==> src/rtl/instr_fetch_unit.sv <==
// rtl/instr_fetch_unit.sv - instruction fetch unit with PC, fetch queue and redirect/fault handling
//
// Fetches 32-bit words from a byte-addressed, combinational instruction memory.
// The returned words are buffered in a DEPTH-entry {pc,instr} queue and handed
// to decode over a valid/ready handshake.
//
// Ports:
//   clk, rst_n          clock, asynchronous active-low reset
//   imem_addr           byte address to instruction memory (current PC)
//   imem_instr          instruction word returned for imem_addr
//   if_valid/if_ready   queue-head handshake toward decode
//   if_instr/if_pc      queue-head instruction and its PC
//   redirect_valid      one-cycle branch/jump pulse; redirect_target is the new PC
//   halt_req            level; blocks new fetches while high
//   fetch_fault         sticky misaligned/out-of-range PC indication
module instr_fetch_unit #(
    parameter logic [31:0] RESET_VECTOR = 32'h0000_0000,
    parameter int          MEM_BYTES    = 1024,
    parameter int          DEPTH        = 2
) (
    input  logic        clk,
    input  logic        rst_n,
    output logic [31:0] imem_addr,
    input  logic [31:0] imem_instr,
    output logic        if_valid,
    input  logic        if_ready,
    output logic [31:0] if_instr,
    output logic [31:0] if_pc,
    input  logic        redirect_valid,
    input  logic [31:0] redirect_target,
    input  logic        halt_req,
    output logic        fetch_fault
);

    localparam int              PW        = (DEPTH > 1) ? $clog2(DEPTH) : 1;
    localparam int              CW        = $clog2(DEPTH + 1);
    localparam logic [31:0]     LAST_WORD = 32'(MEM_BYTES - 4);
    localparam logic [CW-1:0]   FULL_CNT  = CW'(DEPTH);
    localparam logic [PW-1:0]   PTR_LAST  = PW'(DEPTH - 1);

    typedef enum logic [1:0] {
        S_IDLE = 2'd0,
        S_RUN  = 2'd1,
        S_HALT = 2'd2
    } state_t;

    state_t        state_q, state_d;
    logic [31:0]   pc_q, pc_d;
    logic [CW-1:0] count_q, count_d;
    logic [PW-1:0] rd_ptr_q, rd_ptr_d;
    logic [PW-1:0] wr_ptr_q, wr_ptr_d;
    logic          fault_q, fault_d;

    logic [31:0]   q_pc    [DEPTH];
    logic [31:0]   q_instr [DEPTH];

    logic          pc_legal;
    logic          tgt_legal;
    logic          pop;
    logic          push;

    function automatic logic [PW-1:0] ptr_inc(input logic [PW-1:0] p);
        return (p == PTR_LAST) ? '0 : p + PW'(1);
    endfunction

    assign pc_legal  = (pc_q[1:0] == 2'b00) && (pc_q <= LAST_WORD);
    assign tgt_legal = (redirect_target[1:0] == 2'b00) && (redirect_target <= LAST_WORD);

    assign pop  = (count_q != '0) && if_ready;
    // A full queue may still accept a word when the head leaves in the same cycle.
    assign push = (state_q == S_RUN) && !halt_req && !redirect_valid && pc_legal &&
                  ((count_q != FULL_CNT) || pop);

    always_comb begin
        state_d  = state_q;
        pc_d     = pc_q;
        count_d  = count_q;
        rd_ptr_d = rd_ptr_q;
        wr_ptr_d = wr_ptr_q;
        fault_d  = fault_q;
        if (redirect_valid) begin
            // Redirect wins over everything: flush, drop any same-cycle pop.
            count_d  = '0;
            rd_ptr_d = '0;
            wr_ptr_d = '0;
            pc_d     = redirect_target;
            state_d  = tgt_legal ? S_RUN : S_HALT;
            fault_d  = !tgt_legal;
        end else begin
            case (state_q)
                S_IDLE: state_d = S_RUN;
                S_RUN: begin
                    // Covers running off the end of memory after the last legal push.
                    if (!pc_legal) begin
                        state_d = S_HALT;
                        fault_d = 1'b1;
                    end
                end
                default: state_d = state_q;
            endcase
            if (push) begin
                wr_ptr_d = ptr_inc(wr_ptr_q);
                pc_d     = pc_q + 32'd4;
            end
            if (pop) begin
                rd_ptr_d = ptr_inc(rd_ptr_q);
            end
            case ({push, pop})
                2'b10:   count_d = count_q + CW'(1);
                2'b01:   count_d = count_q - CW'(1);
                default: count_d = count_q;
            endcase
        end
    end

    always_ff @(posedge clk or negedge rst_n) begin
        if (!rst_n) begin
            state_q  <= S_IDLE;
            pc_q     <= RESET_VECTOR;
            count_q  <= '0;
            rd_ptr_q <= '0;
            wr_ptr_q <= '0;
            fault_q  <= 1'b0;
        end else begin
            state_q  <= state_d;
            pc_q     <= pc_d;
            count_q  <= count_d;
            rd_ptr_q <= rd_ptr_d;
            wr_ptr_q <= wr_ptr_d;
            fault_q  <= fault_d;
        end
    end

    // Queue storage carries no reset; validity is tracked entirely by count_q.
    always_ff @(posedge clk) begin
        if (push) begin
            q_pc[wr_ptr_q]    <= pc_q;
            q_instr[wr_ptr_q] <= imem_instr;
        end
    end

    assign imem_addr   = pc_q;
    assign if_valid    = (count_q != '0);
    assign if_pc       = if_valid ? q_pc[rd_ptr_q]    : 32'h0;
    assign if_instr    = if_valid ? q_instr[rd_ptr_q] : 32'h0;
    assign fetch_fault = fault_q;

endmodule

==> config.mk <==
export PLATFORM = sky130hd
export DESIGN_NAME = instr_fetch_unit
export DESIGN_NICKNAME = d
export VERILOG_FILES = /design/src/rtl/instr_fetch_unit.sv
export SDC_FILE = /design/constraint.sdc
export NUM_CORES = 1
export LEC_CHECK = 0
export ABC_AREA = 1
export BUFFER_PORTS_ARGS = -buffer_cell sky130_fd_sc_hd__buf_4
export CORE_AREA = 2 2 117 204
export DETAILED_ROUTE_END_ITERATION = 7
export DIE_AREA = 0 0 119 206
export SYNTH_ARGS = -nofsm -noshare
export SYNTH_HDL_FRONTEND = slang
export SYNTH_SLANG_ARGS = --single-unit
==> constraint.sdc <==
create_clock -name clk -period 5.1 [get_ports clk]
set_input_delay 1.53 -clock clk [delete_from_list [all_inputs] [get_ports clk]]
set_output_delay 1.53 -clock clk [all_outputs]
set_load 0.05 [all_outputs]
Word level (Yosys, flattened, before mapping)

Memory sizes are Yosys's and may differ from the RTL's.
Cells that the tools add are included.

Equality and inequality tests: 6
$add $sub $neg: 5
Reduce and logical (&&, ||, !) cells: 22
Muxes and demuxes: 21
$lt $le $gt $ge: 2

Operator list:

| cell                                                              | number |
|---|---|
| two-way mux 32 bit                                                | 4 |
| less-or-equal comparator 32 x 10 -> 1 bit (second input constant) | 2 |
| adder 32 x 3 -> 32 bit (second input constant)                    | 1 |
| two-way mux 1 bit                                                 | 11 |
| two-way mux 2 bit                                                 | 4 |
| case mux 2 bit (2 select lines)                                   | 2 |
| nonzero test 2 bit                                                | 4 |
| logical AND 1 bit                                                 | 7 |
| zero test 2 bit                                                   | 3 |
| nonzero test 3 bit                                                | 2 |
| == test 2 x 1 -> 1 bit (second input constant)                    | 2 |
| inequality test 2 bit (second input constant)                     | 2 |
| AND reduction 2 bit                                               | 2 |
| zero test 1 bit                                                   | 3 |
| inequality test 3 bit (second input constant)                     | 1 |
| adder 1 bit (second input constant)                               | 2 |
| adder 2 x 1 -> 2 bit (second input constant)                      | 1 |
| == test 2 bit (second input constant)                             | 1 |
| subtractor 2 x 1 -> 2 bit (second input constant)                 | 1 |
| logical OR 1 bit                                                  | 1 |

Memories: 2
Output and inout port bits: 98
Word-level logic and storage cells: 64
Memory bits (writable): 128
Register bits after elaboration: 39
Input bits: 69

Memories:

| name    | depth | bits a word | rd ports | clocked after memory_dff | wr ports | RTL line | text |
|---|---|---|---|---|---|---|---|
| q_instr | 2     | 32          | 1        | 0                        | 1        | 55       | `logic [31:0] q_instr [DEPTH];` |
| q_pc    | 2     | 32          | 1        | 0                        | 1        | 54       | `logic [31:0] q_pc [DEPTH];` |

Longest topological paths before layout

Gate-level depths: netlist (run 1).

Depth after elaboration: 8
Gate-level depth with buffers: 12
Depth with buffers taken out: 11

Least setup slack after synthesis (run 1)

OpenSTA, ideal clock, no wires.

Path type: input to register
Start point: input redirect_valid
End point: memory q_instr[0][0] (enable)
Required time: 4614 ps
Library setup time: 486 ps
Arrival time: 5064 ps
Cell stages on the path: 9
Buffers on the path: 2
Slack: -450 ps
Cell sequence: buf_6 -> nor2_4 -> nand2_1 -> nor2_2 -> nand2_2 -> nor2_4 -> nand3_4 -> buf_2 -> nor2_1

Word-level cells in the longest chain between the ends: 6

RTL lines:

| what                                    | RTL line | text |
|---|---|---|
| start: declaration                      | 29       | `input logic redirect_valid,` |
| zero test 1 bit                         | 71       | `assign push = (state_q == S_RUN) && !halt_req && !redirect_valid && pc_legal &&` |
| logical AND 1 bit (3 in a row)          | 71       |  |
| two-way mux 1 bit                       | 136      | `if (push) begin` |
| two-way mux 1 bit (implied by the code) | 138      | `q_instr[wr_ptr_q] <= imem_instr;` |
| end: declaration                        | 55       |  |

No other way between the ends.

Final worst setup path (run 1)

Start point: register count_q[0]
End point: output if_instr[6]

Word-level cells in the longest chain between the ends: 2

RTL lines:

| what                     | RTL line | text |
|---|---|---|
| start: declaration       | 49       | `logic [CW-1:0] count_q, count_d;` |
| start signal: assignment | 127      | `count_q <= count_d;` |
| nonzero test 2 bit       | 143      | `assign if_valid = (count_q != '0);` |
| two-way mux 32 bit       | 145      | `assign if_instr = if_valid ? q_instr[rd_ptr_q] : 32'h0;` |
| end: declaration         | 27       | `output logic [31:0] if_instr,` |

No other way between the ends.

==> impl_metrics.ini, run 1 <==
[yosys]
syn_area_sq_mm = 0.00673
avgSynthCellArea_sq_um = 11.4
syn_inst = 591
synth_seq_cells = 167
yosysWarnings = 0
synth_cell_types = 30
seq_area_frac_synth = 0.717
syn_nets = 661

[routing]
num_vias = 4796
via_per_inst = 4.47
drc = 0
dr.pass1.iters = 4
drt_iter0_markers = 291
wl_per_cell_microns = 16.3
detail-route-antenna-nets = 0
wl_mm = 17.5

[global_routing]
first_global_vias = 4736
grt_use_total = 0.146
grt_max_degree = 67
grt_first_pass_wirelength_mm = 26.6
grt_antenna_before_repair = 0
grt-ovfl-total = 0

[cts]
cts.sinks = 167
cts_setup_buffers = 0
cts_tree = built
cts_inserted_buffers = 17
cts_hold_buf = 0
cts_root_buf = clkbuf_16
cts.repair.resized = 0
clockBufferDepth = 2
htree_levels = 4
clk_pin_slew_worst_paths_ps = 70
insertion_delay_ps = 430

[timing]
hold_slack_ps = 495
max_slew_margin = 0.283
finalSetupViolations = 0
drv_slew = 0
timing.final.crit_share = 0.766
skew_ps = 9.73
max_freq_mhz = 256
hold_viol_final = 0
tightest_slew_ps = 1080
rsz0062_at_grt = no
fin_setup_tns_ps = 0
fin_crit_ps = 3910

[power_and_ir_drop]
finalPower_mw = 3.02
p_int_mw = 2.29
power_frac_comb = 0.083
switchingPower_mw = 0.728
power_frac_seq = 0.512
p_leak_nw = 3.66
ir_drop_mv = 0.131
p_sw_frac = 0.241
cellPowerDensity_mw_per_mm2 = 340
clkPwrFrac = 0.405

[die]
initial_core_util = 0.292
ios = 167
fp.dieW_microns = 119
die_height_microns = 206
placementRows = 74
die_area_sq_mm = 0.0245
core_area_sq_mm = 0.0231

[critical_path]
worstPathRequired_ps = 3570
path_buf_inv = 2
max_stage_delay_ps = 790
critPathMaxFanout = 37
critPathSlowestCell = nor2_4
start_kind = flop
worstSetupEndpointType = primary output
worst_ep_arrival_time_ps = 2380
crit_chain = nor2_4 -> buf_4 -> a21oi_1 -> buf_4
crit_type = flop to primary output
cpMostUsedCell = buf_4
startpoint = count_q[0]
path_delay_family = simple AND/OR/NAND/NOR gates
regToRegStartpoint = imem_addr[1]

[worst_hold_path]
min-delay-start = fetch_fault
hold_path.class = flop to flop

[cells_and_area]
diodes = 0
layout-drive-gt1-share = 0.291
layout.nets = 826
area_growth_pct = 32.0

[job]
cap_violations = 0

[status]
outcome = finished clean

[place]
place.port_buffers = 166
dpl.hpwl_mm = 12.0
place_congestion = 0.805
[worst reg2reg max path: stages (launching register included)]
cell and delay [ps]:
dfrtp_1 420, nor2_1 180, nand2_1 70, nor2_1 120
nand2_1 120, nor2_4 170, nand3_4 230, nor2_4 170
buf_4 470
[synthesized netlist by cell type (all sizes together)]
master / instances / share of area
dfrtp: 39 / 0.15
o211ai: 8 / 0.012
xor2: 4 / 0.0052
a21oi: 72 / 0.054
xnor2: 4 / 0.0052
nand2: 197 / 0.11
inv: 34 / 0.019
clkbuf: 17 / 0.0095
ha: 1 / 0.0019
nor2: 43 / 0.027
nor4: 2 / 0.0019
o22ai: 5 / 0.0047
and3: 1 / 0.00093
edfxtp: 128 / 0.57
nand4: 4 / 0.0037
o21ai: 7 / 0.0052
nor3: 4 / 0.0030
nand3: 10 / 0.0093
buf: 11 / 0.0087
[cells in the final DEF (no fill, tap or decap), drive strengths merged, types with 2 or more instances in the layout]
master / n
a21oi: 72
buf: 174
clkbuf: 23
clkinv: 3
dfrtp: 39
edfxtp: 128
inv: 40
nand2: 197
nand3: 10
nand4: 4
nor2: 43
nor3: 4
nor4: 2
o211ai: 8
o21ai: 7
o22ai: 5
xnor2: 4
xor2: 4
[logic make-up (layout without fill, tap and decap cells)]
family,count (synthesis),after routing,synth area share
adders and majority gates,1,1,0.00186
DFF,167,167,0.717
and+or+nand+nor,261,261,0.158
buffers and inverters,62,240,0.0376
xor gates and xnor gates,8,8,0.0104
AOI/OAI and AO/OA,92,92,0.0753
[metal layers]
| metal | part of all wire | GRT usage | up-vias |
|---|---|---|---|
| li1 | - | - | 2332 |
| met1 | 0.38 | 0.160 | 2293 |
| met2 | 0.55 | 0.265 | 140 |
| met5 | 0 | 0 | - |
| met3 | 0.036 | 0.0262 | 31 |
| met4 | 0.035 | 0.0787 | 0 |
[path summary, 6_finish.rpt]
check	cells after the start	slack (ps)	endpoint
setup / recovery	4	1190	if_instr[6]
hold / removal	2	500	fetch_fault
setup reg to reg	8	2770	q_instr[1][8]
hold reg to reg	2	500	fetch_fault
max in group asynchronous	1	3610	rd_ptr_q
min in group asynchronous	1	1070	imem_addr[9]
[cell type report]
class | count | area (sq um)
fill | 2207 | 14200
sequential | 167 | 4820
multi-input combinational | 362 | 1680
timing repair buffer | 174 | 1310
clock buffer | 23 | 504
tap | 304 | 380
inverter | 34 | 130
clock inverter | 9 | 60.1
[through the flow]
| step | area, sq um | util | instances | setup WS, ps |
|---|---|---|---|---|
| 2_1_floorplan | 6730 | - | 591 | -450 |
| 3_3_place_gp | 8310 | 0.361 | 1041 | 1570 |
| 3_5_place_dp | 8310 | 0.361 | 1041 | 1550 |
| 4_1_cts | 8880 | 0.385 | 1073 | 1140 |
| 5_1_grt | 8880 | 0.385 | 1073 | 1010 |
| 6_report | 8880 | 0.385 | 1073 | 1190 |
[state kept, by name, summed over array words and instances (netlist names)]
signal / cells
q_pc: 64
wr_ptr_q: 1
fetch_fault: 1
q_instr: 64
state_q: 2
count_q: 2
rd_ptr_q: 1
imem_addr: 32
[power by group through the flow]
stage                     clock [mW]  sequential [mW]  combinational, mW
after floorplan                    0             1.64             0.0595
after global placement             0             1.57              0.250
after detailed placement           0             1.57              0.253
after CTS                       1.25             1.55              0.253
after global routing            1.30             1.55              0.269
final                           1.22             1.55              0.250
No activity file was read; power rests on OpenSTA's default activity.
==> run 2, diff against run 1 <==
- clock period: 5.1 -> 3.2 ns (I/O delays scaled with it)
==> impl_metrics.ini, run 2 (synthesis gave the netlist of run 1 again) <==
[power_and_ir_drop]
ir_drop_mv = 0.275
power_frac_seq = 0.507
p_sw_frac = 0.229
switchingPower_mw = 1.11
clkPwrFrac = 0.410
finalPower_mw = 4.86
cellPowerDensity_mw_per_mm2 = 543
p_leak_nw = 3.67
power_frac_comb = 0.083
p_int_mw = 3.75

[cts]
cts_tree = built
cts.sinks = 167
cts_inserted_buffers = 17
cts_setup_buffers = 0
cts.repair.resized = 0
htree_levels = 4
clk_pin_slew_worst_paths_ps = 60
clockBufferDepth = 2
insertion_delay_ps = 420
cts_root_buf = clkbuf_16
cts_hold_buf = 0

[cells_and_area]
area_growth_pct = 33.0
stdcell_count = 1073
layout-drive-gt1-share = 0.287
layout.nets = 827
final_common_cell = nand2_1
final_util = 0.388
layout_common_cells = nand2_1, buf_4, edfxtp_1
diodes = 0

[place]
dp.cells = 1042
place.port_buffers = 166
dpl.hpwl_mm = 12.0
place_congestion = 0.802

[routing]
top_layer = met4
routed-wl-met3_microns = 616
drt_iter0_markers = 277
detail-route-antenna-nets = 0
via_per_inst = 4.47
wl_per_cell_microns = 16.4
wl_met1_mm = 6.53
drc = 0
num_vias = 4794
dr.pass1.iters = 7
route.met2.wl_mm = 9.61
wl_mm = 17.6

[timing]
max_freq_mhz = 353
fin_setup_tns_ps = 0
finalSetupViolations = 0
max_slew_margin = 0.649
skew_ps = 6.00
drv_slew = 0
fin_crit_ps = 2830
tightest_slew_ps = 527
hold_slack_ps = 503
timing.final.crit_share = 0.886
rsz0062_at_grt = no
hold_viol_final = 0

[critical_path]
startpoint = rd_ptr_q
worstPathRequired_ps = 2240
critPathMaxFanout = 44
start_kind = flop
crit_type = flop to primary output
regToRegStartpoint = imem_addr[16]
crit_path_end = if_pc[22]
worstSetupEndpointType = primary output
worst_ep_arrival_time_ps = 1870
reg2reg_depth = 8
worstReg2RegEnd = q_instr[0][30]
r2r_slack_ps = 980

[global_routing]
grt_max_degree = 66
grt-ovfl-total = 0
grt_first_pass_wirelength_mm = 26.5
first_global_vias = 4784
grt_use_total = 0.145
grt_antenna_before_repair = 0

[job]
cap_violations = 0

[worst_hold_path]
hold_path.class = flop to flop
hold_depth = 2

[die]
die_height_microns = 206
die_area_sq_mm = 0.0245
ios = 167
core_area_sq_mm = 0.0231
fp.dieW_microns = 119
placementRows = 74
initial_core_util = 0.292

[status]
outcome = finished clean
## run 2: how the worst min path moves through the flow
| stage | startpoint | end | slack [ps] |
|---|---|---|---|
| 6_report | fetch_fault | fetch_fault | 500 |
| 5_1_grt | rst_n | imem_addr[11] | 530 |
| 4_1_cts | state_q[0] | state_q[0] | 510 |
| 3_5_place_dp | fetch_fault | fetch_fault | 500 |
| 3_3_place_gp | fetch_fault | fetch_fault | 480 |
| 2_1_floorplan | state_q[0] | state_q[0] | 470 |
## run 2: area by class of cell
cell class                      instances  area (sq um)
Timing Repair Buffer                  175          1360
Fill cell                            2250         14100
Multi-Input combinational cell        362          1680
Clock inverter                         10           133
Inverter                               34           130
Sequential cell                       167          4820
Clock buffer                           21           440
Tap cell                              304           380
## run 2: per-layer routing
metal	vias to the layer above	global-route usage
met3	35	0.0246
met1	2284	0.158
met4	0	0.0846
met2	145	0.262
met5	-	0
li1	2330	-
## run 2: worst max-delay path, stage by stage, from the launching register on
cell and delay (ps):
dfrtp_2 370, buf_4 430, nand2_1 90, a21oi_1 290
buf_4 260
## run 2: power groups by stage
stage	clock network (mW)	logic, mW	registers, mW
final	1.99	0.402	2.46
after global routing	2.12	0.431	2.47
after CTS	2.04	0.408	2.46
after detailed placement	0	0.407	2.51
after global placement	0	0.403	2.51
after floorplan	0	0.0951	2.61
## run 2: metrics by stage
step,setup WS [ps],area [sq um]
global route,234,8940
global placement,507,8370
finish,366,8940
detailed placement,488,8370
floorplan,-705,6730
CTS,333,8940
==> run 3, diff against run 2 <==
- PLACE_DENSITY: default -> 0.53
==> impl_metrics.ini, run 3 (synthesis gave the netlist of run 1 again) <==
[cts]
clockBufferDepth = 2
cts_inserted_buffers = 17
cts_root_buf = clkbuf_16
cts_tree = built
insertion_delay_ps = 420
cts_hold_buf = 0
clk_pin_slew_worst_paths_ps = 70
htree_levels = 4
cts.sinks = 167
cts_setup_buffers = 0
cts.repair.resized = 0

[worst_hold_path]
hold_path.class = primary input to asynchronous set/reset pin

[cells_and_area]
area_growth_pct = 34.1
fillCellCount = 2217
layout.nets = 831
diodes = 0
final_util = 0.391
layout-drive-gt1-share = 0.297
layout_common_cells = nand2_1, buf_4, edfxtp_1
final_common_cell = nand2_1

[routing]
detail-route-antenna-nets = 0
drc = 0
dr.pass1.iters = 4
wl_per_cell_microns = 16.9
drt_iter0_markers = 286
via_per_inst = 4.46
wl_mm = 18.2
num_vias = 4811

[critical_path]
worstPathRequired_ps = 2240
crit_path_end = if_instr[14]
r2r_slack_ps = 970
startpoint = rd_ptr_q
critPathMaxFanout = 31
reg2reg_depth = 8
worstReg2RegEnd = q_pc[1][30]
worstSetupEndpointType = primary output
regToRegStartpoint = imem_addr[1]
crit_type = flop to primary output
worst_ep_arrival_time_ps = 1990
start_kind = flop

[timing]
skew_ps = 11.4
max_freq_mhz = 338
finalSetupViolations = 0
fin_crit_ps = 2950
drv_slew = 0
rsz0062_at_grt = no
tightest_slew_ps = 538
hold_viol_final = 0
max_slew_margin = 0.642
timing.final.crit_share = 0.923

[job]
cap_violations = 0

[die]
die_height_microns = 206
core_area_sq_mm = 0.0231
fp.dieW_microns = 119
placementRows = 74
initial_core_util = 0.292
ios = 167
die_area_sq_mm = 0.0245

[power_and_ir_drop]
p_int_mw = 3.78
switchingPower_mw = 1.20
power_frac_seq = 0.493
cellPowerDensity_mw_per_mm2 = 553
p_sw_frac = 0.241
finalPower_mw = 4.98
clkPwrFrac = 0.427
p_leak_nw = 3.71
power_frac_comb = 0.081
ir_drop_mv = 0.314

[place]
dpl.hpwl_mm = 12.7
place_congestion = 0.791
place.port_buffers = 166

[global_routing]
grt_max_degree = 52
first_global_vias = 4812
grt-ovfl-total = 0
grt_use_total = 0.149
grt_first_pass_wirelength_mm = 27.1
grt_antenna_before_repair = 0

[status]
outcome = finished clean
[run 3: cell types whose count changed in the layout (fill, tap and decap cells not counted), sizes merged]
cell / change
clkbuf: -3
inv: +7
buf: +4
clkinv: -3
[run 3: worst max-delay path: stages, from the launching register on]
cell     delay (ps)
dfrtp_2         590
buf_4           410
nand2_1          90
a21oi_1         230
buf_4           240
[run 3: layout make-up]
cell class,count,area [sq um],area share
flip-flops and latches,167,4820,0.535
multi-input cells,362,1680,0.186
repair buffers,179,1390,0.155
clock buffers,18,429,0.0476
well taps,304,380,0.0422
clock inverters,14,186,0.0207
inverters,34,130,0.0144
[run 3: power by group through the flow]
stage               Combinational (mW)  Clock (mW)  Sequential, mW
detailed placement               0.407           0            2.50
floorplan                       0.0951           0            2.61
CTS                              0.408        2.17            2.46
global placement                 0.403           0            2.50
global route                     0.431        2.25            2.46
finish                           0.401        2.13            2.46
[run 3: worst min path at each step]
stage	end	cells after the start	from
finish	imem_addr[17]	1	rst_n
floorplan	state_q[0]	2	state_q[0]
global placement	q_pc[1][13]	0	imem_addr[13]
CTS	state_q[0]	2	state_q[0]
detailed placement	state_q[0]	2	state_q[0]
global route	imem_addr[15]	1	rst_n
[run 3: metrics by stage]
step | instance area (sq um) | hold slack (ps) | std cells | setup slack [ps] | setup TNS (ps)
3_3_place_gp | 8400 | 499 | 1046 | 419 | 0
2_1_floorplan | 6730 | 472 | 591 | -705 | -90280
5_1_grt | 9020 | 538 | 1078 | 122 | 0
4_1_cts | 9020 | 518 | 1078 | 194 | 0
6_report | 9020 | 512 | 1078 | 245 | 0
3_5_place_dp | 8400 | 500 | 1046 | 385 | 0
[run 3: per-layer routing]
layer	wire length (microns)	global-route usage
met1	6630	0.161
met2	10300	0.277
met3	605	0.0259
met4	721	0.0787
met5	0	0
